File: src/rtl/reg_write_arbiter.sv
// Register-file write-port arbiter: the write-back stage always wins and a held debug
// request is granted in the first free slot. A stall is raised if the request starves.
module reg_write_arbiter #(
  parameter int LEN          = 32,
  parameter int NB_ADDR      = 5,
  parameter int STARVE_LIMIT = 4,
  parameter int NB_CNT       = 16
) (
  input  logic               i_clock,
  input  logic               i_reset,
  input  logic               i_wb_RegWrite,
  input  logic [NB_ADDR-1:0] i_wb_write_register,
  input  logic [LEN-1:0]     i_wb_write_data,
  input  logic               i_dbg_req,
  input  logic [NB_ADDR-1:0] i_dbg_write_register,
  input  logic [LEN-1:0]     i_dbg_write_data,
  output logic               o_rf_we,
  output logic [NB_ADDR-1:0] o_rf_addr,
  output logic [LEN-1:0]     o_rf_data,
  output logic               o_dbg_ack,
  output logic               o_pipe_stall,
  output logic [NB_CNT-1:0]  o_dbg_write_count
);

  localparam int SW = $clog2(STARVE_LIMIT + 1);
  localparam logic [SW-1:0] LIMIT = SW'(STARVE_LIMIT);

  typedef enum logic [1:0] {IDLE, WAIT, RELEASE} state_t;

  state_t        state;
  logic [SW-1:0] starve_cnt;
  logic          wb_sel;
  logic          slot_free;
  logic          grant;

  // A write-back to register 0 is a no-op, so it leaves the slot free for debug.
  assign wb_sel    = i_wb_RegWrite && (i_wb_write_register != '0);
  assign slot_free = !wb_sel;
  assign grant     = i_dbg_req && slot_free && ((state == IDLE) || (state == WAIT));

  always_ff @(posedge i_clock) begin
    if (i_reset) begin
      state             <= IDLE;
      starve_cnt        <= '0;
      o_rf_we           <= 1'b0;
      o_rf_addr         <= '0;
      o_rf_data         <= '0;
      o_dbg_ack         <= 1'b0;
      o_pipe_stall      <= 1'b0;
      o_dbg_write_count <= '0;
    end else begin
      o_dbg_ack <= grant;
      if (grant) o_dbg_write_count <= o_dbg_write_count + 1'b1;

      if (wb_sel) begin
        o_rf_we   <= 1'b1;
        o_rf_addr <= i_wb_write_register;
        o_rf_data <= i_wb_write_data;
      end else if (grant && (i_dbg_write_register != '0)) begin
        o_rf_we   <= 1'b1;
        o_rf_addr <= i_dbg_write_register;
        o_rf_data <= i_dbg_write_data;
      end else begin
        o_rf_we   <= 1'b0;
      end

      case (state)
        IDLE: begin
          starve_cnt   <= '0;
          o_pipe_stall <= 1'b0;
          if (i_dbg_req) state <= grant ? RELEASE : WAIT;
        end
        WAIT: begin
          if (!i_dbg_req || grant) begin
            state        <= i_dbg_req ? RELEASE : IDLE;
            starve_cnt   <= '0;
            o_pipe_stall <= 1'b0;
          end else begin
            // Stall is driven from the saturated count, one cycle behind it.
            starve_cnt   <= (starve_cnt == LIMIT) ? starve_cnt : starve_cnt + 1'b1;
            o_pipe_stall <= (starve_cnt == LIMIT);
          end
        end
        RELEASE: begin
          starve_cnt   <= '0;
          o_pipe_stall <= 1'b0;
          if (!i_dbg_req) state <= IDLE;
        end
        default: begin
          state        <= IDLE;
          starve_cnt   <= '0;
          o_pipe_stall <= 1'b0;
        end
      endcase
    end
  end

endmodule

File: config.mk
export PLATFORM = sky130hd
export DESIGN_NAME = reg_write_arbiter
export DESIGN_NICKNAME = d
export VERILOG_FILES = /design/src/rtl/reg_write_arbiter.sv
export SDC_FILE = /design/constraint.sdc
export NUM_CORES = 1
export LEC_CHECK = 0
export ABC_AREA = 1
export BUFFER_PORTS_ARGS = -buffer_cell sky130_fd_sc_hd__buf_2
export CELL_PAD_IN_SITES_DETAIL_PLACEMENT = 0
export CELL_PAD_IN_SITES_GLOBAL_PLACEMENT = 1
export CORE_ASPECT_RATIO = 0.5
export CORE_MARGIN = 2
export CORE_UTILIZATION = 32
export CTS_CLUSTER_DIAMETER = 150
export CTS_CLUSTER_SIZE = 8
export DETAILED_ROUTE_END_ITERATION = 12
export PLACE_DENSITY_LB_ADDON = 0.25
export SLEW_MARGIN = 20
export SYNTH_ARGS = -nofsm -noshare
export SYNTH_HDL_FRONTEND = slang
export SYNTH_SLANG_ARGS = --single-unit
File: constraint.sdc
create_clock -name i_clock -period 1.5 [get_ports i_clock]
set_input_delay 0.225 -clock i_clock [delete_from_list [all_inputs] [get_ports i_clock]]
set_output_delay 0.225 -clock i_clock [all_outputs]
set_load 0.005 [all_outputs]
==> impl_metrics.yaml <==
outcome:
  status: "complete, no violations"
floorplanning:
  fp.dieW_microns: 144
  die-area_sq_um: 10700
  rows: 25
  ios: 134
  start_util: 0.331
  die_y_microns: 74.0
  coreArea_sq_um: 9480
synthesis:
  synth.area.top_cells: "dfxtp_1 (39%), nand2_1 (25%), a21oi_2 (5.6%)"
  synthCells: 467
  synth-edff-count: 0
  yosysUniqueCellTypes: 27
  ys.warnings.count: 0
  synth_area_sq_um: 3140
  mappedNetlistNets: 548
  synth_area_leader_cell: "dfxtp_1"
  ys_ff_latch: 61
  synth_common_cells: "nand2_1 (210), dfxtp_1 (61), nor2_1 (33)"
  syn_avg_cell_area_sq_um: 6.72
  async_flop_share: 0
  synth-main-ff-cell: "dfxtp_1"
  ys_seq_area_frac: 0.389
  netlist.area_leader.share: 0.389
  synth_most_common_cell: "nand2_1"
final_layout:
  diodes: 0
  fill_cells: 1049
  final_nets: 696
  syn_to_final_growth_pct: 38.2
  drive_above_1_share: 0.367
worst_setup_path:
  critPathKind: "register to register"
  required_ns: 1.71
  crit_path_max_fanout: 3
  worstSetupEndpointType: "register"
  arrival_ns: 1.52
  start_kind: "register"
detailed_routing:
  drtIter0Drc: 104
  wl_per_cell_microns: 11.3
  dr_total_vias: 3229
  firstDrtPassIters: 4
  drt_wl_total_mm: 8.51
  via_per_inst: 4.28
  drc_errors: 0
  ant_nets: 0
global_route:
  grt_max_degree: 38
  first_global_vias: 3028
  grt-ovfl-total: 0
  grt_antenna_before_repair: 0
  grtUsageTotal: 0.167
  grt_first_pass_wirelength_mm: 14.0
job:
  cap_viol_max_count: 0
placement:
  hpwl_mm: 6.23
  io_buffers: 133
  gp_congestion: 0.769
hold_path:
  hold_path_class: "input pin to register"
clock_network:
  cts.clk_slew.worst_paths_ns: 0.05
  cts_root_buffer: "clkbuf_16"
  postCtsHoldBufs: 0
  cts_max_path_buffers: 2
  cts_tree: "built"
  cts_resized: 0
  htreeDepth: 3
  numCtsBuffers: 9
  clock-sinks: 61
  cts_setup_buffers: 0
  worst_skew_pair.late_latency_ns: 0.32
sta:
  slew_headroom: 0.580
  worst_pin_slew_ns: 0.628
  finalClockSkew_ns: 0.00245
  slew_viol_final: 0
  fmax_ghz: 0.762
  setup_viol_count_final: 0
  tns_ns: 0
  min_period_ns: 1.31
  hold-worst-slack_ns: 0.239
  rsz0062_at_grt: "no"
  hold_viol_final: 0
  period_share: 0.875
power_and_ir_drop:
  power_density_nw_per_um2: 991
  vdd_ir_drop_max_v: 0.000404
  p_leak_nw: 2.18
==> area by class of cell <==
cell class,count,area (sq um),share of cell area
Tap cell,135,169,0.0389
Clock inverter,1,5.00,0.00115
Multi-Input combinational cell,354,1660,0.382
Clock buffer,14,274,0.0632
Timing Repair Buffer,161,905,0.209
Inverter,28,105,0.0242
Sequential cell,61,1220,0.282
==> critical path, stage by stage, from the launching register on <==
cell and delay, ns:
dfxtp_1 0.35, ha_1 0.20, nand3_1 0.10, nor2_2 0.15
buf_4 0.13, nand3_1 0.06, nand2_1 0.06, nand2_1 0.05
nand2_1 0.05, a21oi_1 0.05
==> metrics by stage <==
stage	setup WS (ns)	utilization	cell area [sq um]	instances	power (mW)
floorplan	0.162	-	3140	467	2.15
global placement	0.0351	0.427	4040	739	2.42
detailed placement	0.0222	0.427	4040	739	2.42
CTS	0.105	0.456	4320	754	4.39
global route	0.0109	0.458	4340	754	4.53
finish	0.187	0.458	4340	754	4.30
==> sequential cells by signal, indices dropped and copies added (netlist names) <==
name,flops
o_dbg_write_count,16
o_pipe_stall,1
o_rf_data,32
starve_cnt,3
o_rf_we,1
state,2
o_dbg_ack,1
o_rf_addr,5
==> worst paths after layout <==
path              cells after the start                    end  slack, ns                  from
setup reg to reg                      9  o_dbg_write_count[14]       0.19  o_dbg_write_count[0]
setup / recovery                      9  o_dbg_write_count[14]       0.19  o_dbg_write_count[0]
hold / removal                        5           o_rf_data[2]       0.24    i_wb_write_data[2]
hold reg to reg                       2           o_rf_addr[1]       0.46          o_rf_addr[1]
==> routing by layer <==
layer  GRT usage  part of all wire  vias to the layer above
met5           0                 0                        -
met4      0.0436             0.010                        0
met3      0.0586             0.053                        8
met2       0.296              0.49                       66
met1       0.197              0.44                     1415
li1            -                 -                     1740
==> layout by cell type (no fill, tap or decap), types with 9 or more instances in the layout <==
| cell type | Yosys | layout |
|---|---|---|
| clkbuf_16 | 0 | 9 |
| nand2_2 | 21 | 21 |
| nand3_1 | 15 | 15 |
| a21oi_2 | 20 | 20 |
| inv_1 | 25 | 25 |
| dfxtp_1 | 61 | 61 |
| nand2_1 | 210 | 210 |
| nor2_1 | 33 | 28 |
| a21oi_1 | 29 | 29 |
| buf_4 | 2 | 25 |
| buf_2 | 11 | 133 |
==> where the power goes <==
group          switching, mW  total (mW)  internal, mW
clock network          0.679        1.92          1.24
logic                  0.337       0.621         0.284
registers             0.0476        1.76          1.71
==> kinds of logic after synthesis <==
| group | count (synthesis) | synth area share |
|---|---|---|
| compound gates | 55 | 0.112 |
| flops | 61 | 0.389 |
| buf+inv | 52 | 0.0865 |
| fa+ha+maj | 3 | 0.0120 |
| simple gates | 289 | 0.381 |
| xor+xnor | 7 | 0.0195 |
Power figures use the tool's default switching activity.
